## src/rtl/matrix_mult_seq.sv

```systemverilog
// Sequencing controller for the pipelined matrix_mult datapath.
// Collects A then B as a row stream, holds them on the datapath inputs,
// waits out the pipeline latency, buffers C and streams it back row by row.
module matrix_mult_seq #(
    parameter int unsigned N           = 4,
    parameter int unsigned WIDTH       = 16,
    parameter int unsigned PIPE_STAGES = 5
) (
    input  logic                       clk,
    input  logic                       rst_n,
    input  logic                       soft_clr,
    input  logic                       in_valid,
    output logic                       in_ready,
    input  logic [N*WIDTH-1:0]         in_data,
    output logic [N*N*WIDTH-1:0]       mm_a,
    output logic [N*N*WIDTH-1:0]       mm_b,
    input  logic [N*N*2*WIDTH-1:0]     mm_c,
    output logic                       out_valid,
    input  logic                       out_ready,
    output logic [N*2*WIDTH-1:0]       out_data,
    output logic [$clog2(N)-1:0]       out_row,
    output logic                       out_last,
    output logic                       busy,
    output logic                       done
);

    localparam int unsigned RW   = $clog2(N);
    localparam int unsigned BW   = RW + 1;
    localparam int unsigned WW   = $clog2(PIPE_STAGES + 1);
    localparam int unsigned AROW = N * WIDTH;
    localparam int unsigned CROW = N * 2 * WIDTH;

    typedef enum logic [1:0] {
        StLoad,
        StWait,
        StDrain
    } state_e;

    state_e            state_q, state_d;
    logic [BW-1:0]     beat_cnt_q, beat_cnt_d;
    logic [WW-1:0]     wait_cnt_q, wait_cnt_d;
    logic [RW-1:0]     row_cnt_q, row_cnt_d;
    logic              done_q, done_d;

    logic [AROW-1:0]   a_q [N];
    logic [AROW-1:0]   b_q [N];
    logic [CROW-1:0]   c_q [N];

    logic              a_we, b_we, c_we;
    logic              in_hs, out_hs;
    logic [RW-1:0]     beat_row;

    assign in_hs  = in_valid && in_ready;
    assign out_hs = out_valid && out_ready;
    // N is a power of two, so the low bits index the row and the top bit picks A or B.
    assign beat_row = beat_cnt_q[RW-1:0];

    // Next-state and counter control; soft_clr overrides every other event.
    always_comb begin
        state_d    = state_q;
        beat_cnt_d = beat_cnt_q;
        wait_cnt_d = wait_cnt_q;
        row_cnt_d  = row_cnt_q;
        done_d     = 1'b0;
        a_we       = 1'b0;
        b_we       = 1'b0;
        c_we       = 1'b0;
        if (soft_clr) begin
            state_d    = StLoad;
            beat_cnt_d = '0;
            wait_cnt_d = '0;
            row_cnt_d  = '0;
        end else begin
            unique case (state_q)
                StLoad: begin
                    if (in_hs) begin
                        if (beat_cnt_q[BW-1]) begin
                            b_we = 1'b1;
                        end else begin
                            a_we = 1'b1;
                        end
                        if (beat_cnt_q == BW'(2 * N - 1)) begin
                            beat_cnt_d = '0;
                            wait_cnt_d = '0;
                            state_d    = StWait;
                        end else begin
                            beat_cnt_d = beat_cnt_q + BW'(1);
                        end
                    end
                end
                StWait: begin
                    if (wait_cnt_q == WW'(PIPE_STAGES)) begin
                        c_we       = 1'b1;
                        wait_cnt_d = '0;
                        row_cnt_d  = '0;
                        state_d    = StDrain;
                    end else begin
                        wait_cnt_d = wait_cnt_q + WW'(1);
                    end
                end
                StDrain: begin
                    if (out_hs) begin
                        if (row_cnt_q == RW'(N - 1)) begin
                            row_cnt_d = '0;
                            done_d    = 1'b1;
                            state_d   = StLoad;
                        end else begin
                            row_cnt_d = row_cnt_q + RW'(1);
                        end
                    end
                end
                default: state_d = StLoad;
            endcase
        end
    end

    // State, counters and the done pulse register.
    always_ff @(posedge clk or negedge rst_n) begin
        if (!rst_n) begin
            state_q    <= StLoad;
            beat_cnt_q <= '0;
            wait_cnt_q <= '0;
            row_cnt_q  <= '0;
            done_q     <= 1'b0;
        end else begin
            state_q    <= state_d;
            beat_cnt_q <= beat_cnt_d;
            wait_cnt_q <= wait_cnt_d;
            row_cnt_q  <= row_cnt_d;
            done_q     <= done_d;
        end
    end

    // Operand registers; written only on LOAD handshakes, so they stay stable for the datapath.
    always_ff @(posedge clk or negedge rst_n) begin
        if (!rst_n) begin
            for (int i = 0; i < N; i++) begin
                a_q[i] <= '0;
                b_q[i] <= '0;
            end
        end else begin
            if (a_we) a_q[beat_row] <= in_data;
            if (b_we) b_q[beat_row] <= in_data;
        end
    end

    // Result buffer; captures the whole C matrix once the pipeline has settled.
    always_ff @(posedge clk or negedge rst_n) begin
        if (!rst_n) begin
            for (int i = 0; i < N; i++) c_q[i] <= '0;
        end else if (c_we) begin
            for (int i = 0; i < N; i++) c_q[i] <= mm_c[i*CROW +: CROW];
        end
    end

    // Flatten operand rows onto the datapath buses.
    always_comb begin
        mm_a = '0;
        mm_b = '0;
        for (int i = 0; i < N; i++) begin
            mm_a[i*AROW +: AROW] = a_q[i];
            mm_b[i*AROW +: AROW] = b_q[i];
        end
    end

    // Handshake and status outputs decoded from the registered state.
    always_comb begin
        in_ready  = (state_q == StLoad);
        out_valid = (state_q == StDrain);
        busy      = (state_q != StLoad);
        out_row   = row_cnt_q;
        out_last  = (state_q == StDrain) && (row_cnt_q == RW'(N - 1));
        out_data  = c_q[row_cnt_q];
        done      = done_q;
    end

endmodule

```

## config.mk

```make
export PLATFORM = sky130hd
export DESIGN_NAME = matrix_mult_seq
export DESIGN_NICKNAME = d
export VERILOG_FILES = /design/src/rtl/matrix_mult_seq.sv
export SDC_FILE = /design/constraint.sdc
export NUM_CORES = 1
export LEC_CHECK = 0
export BUFFER_PORTS_ARGS = -buffer_cell sky130_fd_sc_hd__buf_2
export CAP_MARGIN = 30
export CORE_AREA = 2 2 475 477
export CTS_CLUSTER_DIAMETER = 60
export CTS_CLUSTER_SIZE = 14
export DETAILED_ROUTE_END_ITERATION = 7
export DIE_AREA = 0 0 477 479
export HOLD_SLACK_MARGIN = 0.12
export PLACE_DENSITY_LB_ADDON = 0.05
export SYNTH_ARGS = -nofsm -noshare
export SYNTH_HDL_FRONTEND = slang
export SYNTH_SLANG_ARGS = --single-unit
```

## constraint.sdc

```tcl
create_clock -name clk -period 1.8 [get_ports clk]
set_input_delay 0.18 -clock clk [delete_from_list [all_inputs] [get_ports clk]]
set_output_delay 0.18 -clock clk [all_outputs]
set_load 0.01 [all_outputs]
```

==> flow_summary.yaml <==
critical_path:
  rrSetupSlack_ps: -320
  slowest_stage: "mux4_2"
  critical_path.max_stage_delay_ps: 560
  crit_start: "out_row[0]"
  r2r-start: "state_q[0]"
  path_max_fanout: 13
  path_cells: "buf_12 > buf_16 > mux4_2 > buf_6"
  reg2reg_depth: 8
  critPathLaunchType: "register"
  worstSetupEndpoint: "out_data[52]"
  rr_endpoint: "c_q[439]"
  worstPathRequired_ps: 1620
  endpoint_kind: "primary output"
  critPathKind: "register to primary output"
  crit_arrival_ps: 2390
sta:
  fmax_ghz: 0.3888
  finalCritPeriodShare_pct: 142.9
  setup_viol: 1136
  setup_slack_ps: -771.9
  finClkSkew_ps: 45.02
  slew_headroom_pct: 62.73
  holdWs_ps: 197.1
  hold_viol: 0
  fin_crit_ps: 2572
  final-max-slew-violation-count: 0
  rsz0062_at_grt: "yes"
  worstMarginPinSlew_ps: 559.1
final_layout:
  seqCellArea_um2: 25910
  nFillCells: 22400
  nNetsFinal: 5444
  final_common_cell: "buf_2"
  multi_input_area_um2: 16820
  final_area_um2: 73590
  layout-drive-gt1-share_pct: 59.99
  final_cell_mix: "buf_2, dfrtp_1, dlygate4sd3_1"
  areaGrowthSynthToFinish_pct: 67.98
detailed_routing:
  drt_iter0_markers: 1199
  wl_per_cell_um: 25.26
  drt-total-wl_mm: 202.2
  route.detailed.drc: 0
  vias: 31220
  drtAntennaViolNets: 0
  viasPerCell: 3.901
  first_pass_iters: 4
synth:
  postSynthAreaPerCell_um2: 18.32
  synth_area_um2: 43810
  yosysSeqAreaShare_pct: 59.12
  synth_cells: 2391
  yosys_warnings: 0
  synth_nets: 2978
  yosys.area.top_type: "dfrtp_1"
  synth_top_area_share_pct: 59.12
  synth_cell_type_count: 41
  yosys-top-cells-area: "dfrtp_1, mux2_4, mux2_2"
  synth-seq-cells: 1035
hold_path:
  hold_path_class: "primary input to register"
cts:
  ctsHtreeMaxLevel: 4
  cts_tree: "done"
  path_clk_slew_ps: 50
  clk_latency_ps: 800
  clock-sinks: 1035
  cts-buffers-inserted: 150
  clk_path_buf_depth: 3
  cts_root_buf: "clkbuf_16"
floorplan:
  fp-row-count: 174
  fp.dieW_um: 477
  die_h_um: 479
  dieArea_um2: 228500
  core_um2: 223600
  num_io_pins: 1228
  start_util_pct: 19.59
grt:
  grt_max_degree: 80
  antenna_found_initial: 62
  busiest_layer: "met2"
  use_met3_pct: 5.429
  grt_pass1_vias: 34550
  grt_usage_pct: 16.99
  globalRouteMet2Util_pct: 28.91
  grt_first_pass_wirelength_mm: 276.8
  grt-ovfl-total: 0
  groute.layer.met1.usage_pct: 20.37
placed_design:
  port_buffers: 1227
  globalplace.congestion: 0.7703
  hpwl_mm: 140.2
  place_area_um2: 54920
outcome:
  failed_checks: "setup timing"
  status: "finished with violations"
job:
  cap_violations: 0
power_and_ir_drop:
  power_leakage_nw: 37.20
  peakVddDrop_mv: 0.8182
  power_density_nw_per_um2: 962.0
## layer usage
layer  up-vias  share of wire (%)
li1      13840                  -
met4        26                2.8
met3       274                6.9
met1     16140                 41
met2       940                 49
met5         -              0.080
## final cells by class
| class | count | share of cell area (%) |
|---|---|---|
| Tap cell | 2992 | 5.087 |
| Clock inverter | 96 | 1.954 |
| Timing Repair Buffer | 2454 | 29.08 |
| Sequential cell | 1035 | 35.21 |
| Antenna cell | 28 | 0.09522 |
| Inverter | 6 | 0.03061 |
| Multi-Input combinational cell | 1210 | 22.86 |
| Clock buffer | 183 | 5.686 |
## stage by stage
step	power, W	cells	setup TNS, ps	utilization, %	setup WS [ps]
floorplan	0.03067	2391	-15500	-	-30.85
global placement	0.03630	6643	-99430	24.56	-412.8
detailed placement	0.03630	6643	-91590	24.56	-381.7
CTS	0.07232	7916	-311600	32.19	-891.8
global route	0.07397	7996	-355490	32.90	-884.4
finish	0.07079	8004	-254600	32.91	-771.9
## kinds of logic after synthesis
family / share of synthesized area, %
flops: 59.12
simple gates: 0.6170
fa+ha+maj: 0.1714
buf+inv: 2.808
mux: 37.09
compound gates: 0.1942
## worst min path at each step
| stage | from | end | slack [ps] | cells past startpoint |
|---|---|---|---|---|
| 6_report | mm_c[155] | c_q[283] | 200 | 3 |
| 5_1_grt | mm_c[34] | c_q[418] | 150 | 3 |
| 4_1_cts | mm_c[286] | c_q[158] | 120 | 3 |
| 3_5_place_dp | rst_n | c_q[369] | 90 | 1 |
| 3_3_place_gp | rst_n | c_q[369] | 90 | 1 |
| 2_1_floorplan | rst_n | beat_cnt_q[0] | -120 | 0 |
## synthesized netlist by cell type
master,number
nor2b_1,5
nand4_2,4
nor2_2,1
nand2_2,3
inv_1,6
nor3b_1,1
or4_1,1
o21ai_0,3
nor3_1,1
buf_12,4
mux2_2,544
clkbuf_1,14
nand3b_4,1
buf_2,67
o21a_1,1
and2_1,1
mux4_2,128
dfrtp_1,1035
buf_6,11
nor4b_1,1
and3b_1,1
a32o_1,1
and3_1,1
nand4b_1,1
ha_1,6
a31oi_1,1
mux2i_1,3
nand2_1,1
buf_1,4
o211ai_1,1
a21oi_1,3
buf_8,40
a21boi_0,2
nor2_1,6
nand3b_1,1
nand2b_1,1
mux2_4,480
or3_1,1
nand3_1,3
nor4b_4,1
a31o_2,1
## repair_timing
action | in CTS | in global routing
hold endpoints to repair | 2070 | 0
hold buffers | 910 | 0
pin swaps | 7 | 4
gates resized for setup | 183 | 146
endpoints found under the setup margin | 1040 | 1126
setup buffers | 43 | 27
cloned | 44 | 51
## state kept, by name (all words and copies together) (netlist names)
name / cells
out_row: 2
mm_a: 256
done: 1
mm_b: 256
beat_cnt_q: 3
c_q: 512
state_q: 2
wait_cnt_q: 3
## worst max-delay path: cells and delay by family, from the launching register on
family | cells | cell delay [ps]
buffers and inverters | 3 | 540
DFF | 1 | 470
muxes | 1 | 560
## where the power goes
group	switching (W)	leakage, nW	internal, W
combinational	0.00508	21.0	0.00563
clock	0.0127	2.70	0.0206
sequential	0.00117	13.5	0.0256
total	0.0190	37.2	0.0518
Power figures use the tool's default switching activity.
